===== config.mk =====
export PLATFORM = sky130hd
export DESIGN_NAME = pdm_mixer_n
export DESIGN_NICKNAME = d
export VERILOG_FILES = /design/src/rtl/pdm_mixer_n.sv
export SDC_FILE = /design/constraint.sdc
export NUM_CORES = 1
export LEC_CHECK = 0
export CORE_UTILIZATION = 50
export DETAILED_ROUTE_END_ITERATION = 7
export GPL_ROUTABILITY_DRIVEN = 0
export MAX_ROUTING_LAYER = met4
export PLACE_DENSITY = 0.69
export SLEW_MARGIN = 20
export SYNTH_ARGS = -nofsm -noshare
export SYNTH_HDL_FRONTEND = slang
export SYNTH_SLANG_ARGS = --single-unit

===== constraint.sdc =====
create_clock -name clk -period 6.4 [get_ports clk]
set_clock_uncertainty 0.1 [all_clocks]
set_input_delay 0.96 -clock clk [delete_from_list [all_inputs] [get_ports clk]]
set_output_delay 0.96 -clock clk [all_outputs]
set_load 0.03 [all_outputs]

===== src/rtl/pdm_mixer_n.sv =====
// N-channel sigma-delta audio mixer. Each channel's pulse density is gated by a PWM volume
// envelope, and the channels are summed into one tristate bitstream with zero-crossing hysteresis.
module pdm_mixer_n #(
  parameter int NCH    = 4,
  parameter int SW     = 8,
  parameter int VW     = 7,
  parameter int STRONG = (NCH / 2 < 1) ? 1 : NCH / 2,
  parameter bit DITHER = 1'b1
) (
  input  logic              clk,
  input  logic              reset,
  input  logic [NCH*SW-1:0] sample,
  input  logic [NCH*VW-1:0] vol,
  input  logic              load,
  input  logic              lfsr,
  output logic              frame,
  output logic              bs_d,
  output logic              bs_oe
);

  localparam int CW = VW - 1;
  localparam int AW = SW + 1;
  localparam int NW = $clog2(NCH + 1) + 1;
  localparam logic [CW-1:0]        CNT_MAX  = '1;
  localparam logic signed [NW-1:0] NET_ONE  = NW'(1);
  localparam logic [NW-1:0]        STRONG_N = NW'(STRONG);

  typedef enum logic [1:0] {
    LVL_NEG  = 2'b00,
    LVL_ZERO = 2'b01,
    LVL_POS  = 2'b10
  } lvl_e;

  logic [NCH*SW-1:0]    r_sh_smp, r_act_smp;
  logic [NCH*VW-1:0]    r_sh_vol, r_act_vol;
  logic [CW-1:0]        r_count;
  logic                 r_frame, r_bs_d, r_bs_oe;
  logic                 w_wrap, w_dith;
  logic [2*NCH-1:0]     w_lvl;
  logic signed [NW-1:0] w_net;
  logic [NW-1:0]        w_abs;
  logic                 w_nxt_oe, w_nxt_d;

  assign w_wrap = (r_count == CNT_MAX);
  assign w_dith = DITHER ? lfsr : 1'b0;

  // NOTE: non-blocking assignments so every register samples the values from before the edge.
  always_ff @(posedge clk or posedge reset) begin
    if (reset) begin
      r_sh_smp  <= '0;
      r_sh_vol  <= '0;
      r_act_smp <= '0;
      r_act_vol <= '0;
      r_count   <= '0;
      r_frame   <= 1'b0;
      r_bs_oe   <= 1'b0;
      r_bs_d    <= 1'b0;
    end else begin
      r_count <= r_count + 1'b1;
      r_frame <= w_wrap;
      r_bs_oe <= w_nxt_oe;
      r_bs_d  <= w_nxt_d;
      if (load) begin
        r_sh_smp <= sample;
        r_sh_vol <= vol;
      end
      // A load on the wrap cycle bypasses the shadow so it still lands in the coming frame.
      if (w_wrap) begin
        r_act_smp <= load ? sample : r_sh_smp;
        r_act_vol <= load ? vol    : r_sh_vol;
      end
    end
  end

  for (genvar k = 0; k < NCH; k++) begin : g_ch
    logic [SW-1:0] w_as;
    logic [VW-1:0] w_av;
    logic [SW-1:0] w_mag;
    logic [AW-1:0] r_acc;
    logic          r_pwm, r_sgn;
    lvl_e          r_lvl;

    assign w_as  = r_act_smp[k*SW +: SW];
    assign w_av  = r_act_vol[k*VW +: VW];
    assign w_mag = {w_as[SW-2:0], w_dith} ^ {SW{w_as[SW-1]}};

    // The sign travels with acc/pwm so the level stage sees one consistent sample.
    always_ff @(posedge clk or posedge reset) begin
      if (reset) begin
        r_acc <= '0;
        r_pwm <= 1'b0;
        r_sgn <= 1'b0;
        r_lvl <= LVL_ZERO;
      end else begin
        r_acc <= AW'(r_acc[SW-1:0]) + AW'(w_mag) + AW'(r_acc[SW]);
        r_pwm <= w_av[VW-1] | (r_count < w_av[VW-2:0]);
        r_sgn <= w_as[SW-1];
        if (!r_pwm || !r_acc[SW]) r_lvl <= LVL_ZERO;
        else                      r_lvl <= r_sgn ? LVL_NEG : LVL_POS;
      end
    end

    assign w_lvl[2*k +: 2] = r_lvl;
  end

  // NOTE: every signal gets a default before any branch, so no path can infer a latch.
  always_comb begin
    w_net    = '0;
    w_nxt_oe = 1'b0;
    w_nxt_d  = 1'b0;
    for (int k = 0; k < NCH; k++) begin
      if (w_lvl[2*k +: 2] == LVL_POS)      w_net = w_net + NET_ONE;
      else if (w_lvl[2*k +: 2] == LVL_NEG) w_net = w_net - NET_ONE;
    end
    w_abs = w_net[NW-1] ? -w_net : w_net;
    // A weak level never flips the polarity directly; it passes through one Z cycle first.
    if (w_net != '0) begin
      if (!(w_abs < STRONG_N && r_bs_oe && (r_bs_d == w_net[NW-1]))) begin
        w_nxt_oe = 1'b1;
        w_nxt_d  = ~w_net[NW-1];
      end
    end
  end

  assign frame = r_frame;
  assign bs_d  = r_bs_d;
  assign bs_oe = r_bs_oe;

endmodule


==> flow_metrics.tcl <==
set metrics [dict create \
    grt_first_pass_wirelength_mm 25.4 \
    setup_viol 0 \
    crit_chain "nor2b_1 -> xnor2_1 -> mux2_2 -> ha_1 -> or3b_1 -> and3b_1 -> a221o_2 -> ha_1 -> xor2_1 -> nor2_1 -> a21oi_1 -> ha_1 -> nor2_1 -> nand3_1 -> a31oi_1 -> mux2_2 -> a21boi_1" \
    worstReg2RegEnd "bs_oe$_DFF_PP0_" \
    finalHoldWorstSlack_ns 0.291 \
    gr-usage-met1 0.237 \
    grtUsageMet2 0.296 \
    dp_slack_ns 2.13 \
    synthTopCellsByArea "dfrtp_1 52%, mux2_2 13%, ha_1 7.8%, xor2_1 4.4%, a21o_1 2.5%" \
    grt_usage 0.188 \
    relSlewSlack 0.465 \
    rows 47 \
    yosys.area_share.simple 0.0557 \
    muxShareOfSynthArea 0.136 \
    min_period_ns 4.31 \
    cpMostUsedCell "ha_1" \
    ff2ff_setup_slack_ns 2.09 \
    syn_nets 811 \
    fin_util 0.600 \
    powerDensity_nw_per_um2 276 \
    drt_iter0_markers 157 \
    synth_xor_area_frac 0.0658 \
    peakVddDrop_mv 0.199 \
    drv_cap 0 \
    globalRouteOverflowTotal 0 \
    slew_violations 0 \
    synth_compound_area_frac 0.0802 \
    core_um2 16600 \
    critPathSlowestCell "dfstp_2" \
    grt_use_met3 0.0387 \
    drive_gt1_frac 0.206 \
    clkTransAtPathRegs_ns 0.07 \
    critPathMaxFanout 11 \
    holdBufCountCts 0 \
    synth_cell_type_count 49 \
    wirelength_mm 14.3 \
    async_flop_share 1.00 \
    cts_root_buf "clkbuf_16" \
    syn_area_per_cell_um2 12.4 \
    arrival_ns 4.52 \
    vias 5019 \
    p_leak_nw 4.99 \
    yosysWarnings 0 \
    cts-resized-gates 0 \
    nets 876 \
    syn_to_final_growth_pct 16.7 \
    hold_depth 1 \
    worst_skew_pair.late_latency_ns 0.43 \
    holdCritPathClass "register to register" \
    die_h_um 133 \
    via_per_inst 5.11 \
    fin_crit_sh 0.673 \
    crit_path_max_incr_delay_ns 0.64 \
    clkSinkCount 181 \
    drt_first_pass_iters 4 \
    synthAdderAreaFrac 0.0966 \
    ant_nets 0 \
    synth_area_leader_cell "dfrtp_1" \
    antenna_found_initial 0 \
    worst_slew_pin_slew_ns 0.802 \
    timing.setup.tns_ns 0 \
    setup_slack_ns 2.09 \
    syn_area_um2 8520 \
    cts_setup_buffers 0 \
    diodes 0 \
    cts-buffers-inserted 17 \
    ys_seq_area_frac 0.532 \
    end_kind "register" \
    synth-main-ff-cell "dfrtp_1" \
    rsz0062_at_grt "no" \
    io_buffers 66 \
    max_freq_mhz 232 \
    rr_worst_depth 17 \
    hpwl_mm 9.70 \
    drc 0 \
    die_w_um 133 \
    cts_tree "yes" \
    grt_max_degree 80 \
    synth_top_family_by_area "multiplexers" \
    hold_viol 0 \
    start_util 0.514 \
    synth_edf_count 0 \
    ios 67 \
    grt.busiest_layer "met2" \
    grt_pass1_vias 5375 \
    post_drt_wl_per_cell_um 14.6 \
    holdPathEnd "g_ch[0].r_lvl[1]$_DFF_PP0_" \
    crit_type "register to register" \
    required_ns 6.61 \
    worstSetupStartpointType "register" \
    r2r_start "g_ch[1].r_lvl[0]$_DFF_PP1_" \
    run_status "completed" \
    clockBufferDepth 2 \
    htreeDepth 4 \
    hp-start "g_ch[0].r_sgn$_DFF_PP0_" \
    dieArea_um2 17600 \
    synth_seq_cells 181 \
    syn-instance-count 686 \
    netlist.area_leader.share 0.520 \
]
-- sequential cells by signal, summed over array words and instances, names as in the netlist --
| name | count |
|---|---|
| r_act_vol | 28 |
| bs_oe | 1 |
| r_sh_smp | 32 |
| r_act_smp | 32 |
| g_ch.r_lvl | 8 |
| r_sh_vol | 28 |
| g_ch.r_acc | 36 |
| g_ch.r_pwm | 4 |
| r_count | 6 |
| frame | 1 |
| bs_d | 1 |
| g_ch.r_sgn | 4 |
-- final cells by class --
| type | count | area (um^2) |
|---|---|---|
| Multi-Input combinational cell | 431 | 3700 |
| Fill cell | 1361 | 6640 |
| Clock buffer | 18 | 439 |
| Inverter | 50 | 198 |
| Timing Repair Buffer | 70 | 686 |
| Clock inverter | 13 | 114 |
| Sequential cell | 181 | 4530 |
| Tap cell | 220 | 275 |
-- layer usage --
metal	up-vias	wire length, um
li1	2447	-
met1	2461	6710
met2	85	6870
met3	26	452
met4	0	306
met5	-	0
-- worst max-delay path by stage --
stage / end / from / slack [ns] / depth (start not counted)
floorplan: bs_d$_DFF_PP0_ / reset / 0.43 / 1
global placement: bs_oe$_DFF_PP0_ / g_ch[1].r_lvl[0]$_DFF_PP1_ / 2.34 / 17
detailed placement: bs_oe$_DFF_PP0_ / g_ch[1].r_lvl[0]$_DFF_PP1_ / 2.13 / 17
CTS: bs_oe$_DFF_PP0_ / g_ch[1].r_lvl[0]$_DFF_PP1_ / 2.12 / 17
global route: bs_oe$_DFF_PP0_ / g_ch[1].r_lvl[0]$_DFF_PP1_ / 1.91 / 17
finish: bs_oe$_DFF_PP0_ / g_ch[1].r_lvl[0]$_DFF_PP1_ / 2.09 / 17
-- synth_stat cells (all sizes together), types with 2 or more instances --
library cell / instances
nand2b: 8
fa: 8
dfrtp: 177
nor2b: 9
nor4: 2
buf: 10
ha: 53
a21oi: 19
a211oi: 2
nand2: 36
xor2: 43
inv: 49
xnor2: 21
nor3: 3
a21boi: 5
nor2: 20
a21o: 29
and3: 3
dfstp: 4
nand3: 5
clkbuf: 14
or2: 4
o21ai: 42
a31oi: 3
mux2: 102
-- worst max-delay path, delay by kind of cell, from the launching register on --
family / cells / cell delay (ns)
adder cells (fa/ha/maj): 3 / 0.87
XOR/XNOR: 2 / 0.34
flip-flops: 1 / 0.64
AND/OR/NAND/NOR: 6 / 0.97
multiplexers: 2 / 0.48
AO/OA/AOI/OAI: 4 / 0.82
-- per-stage QoR --
stage | cell area, um^2 | cells | power (mW)
after floorplan | 8520 | 686 | 1.66
after global placement | 9390 | 952 | 1.76
after detailed placement | 9390 | 952 | 1.79
after CTS | 9950 | 983 | 2.79
after global routing | 9950 | 983 | 2.90
final | 9950 | 983 | 2.75
-- cells in the final DEF (no fill, tap or decap), types with 21 or more instances in the layout --
cell type        count
dfrtp_1            177
mux2_2             102
clkdlybuf4s50_1     65
ha_1                53
inv_1               47
xor2_1              43
o21ai_0             41
nand2_1             36
a21o_1              28
xnor2_1             21
-- power breakdown --
part | leakage, nW | switching, mW | total [mW] | internal, mW
logic | 2.57 | 0.214 | 0.431 | 0.217
registers | 2.16 | 0.0527 | 1.34 | 1.28
clock network | 0.261 | 0.464 | 0.982 | 0.518
total | 4.99 | 0.732 | 2.75 | 2.02
-- cells by family after synthesis --
group                    count (synthesis)
flip-flops                             181
AO/OA/AOI/OAI                          107
multiplexers                           103
AND/OR/NAND/NOR                         96
buffers and inverters                   74
XOR/XNOR                                64
adder cells (fa/ha/maj)                 61
No activity file was read; power rests on OpenSTA's default activity.
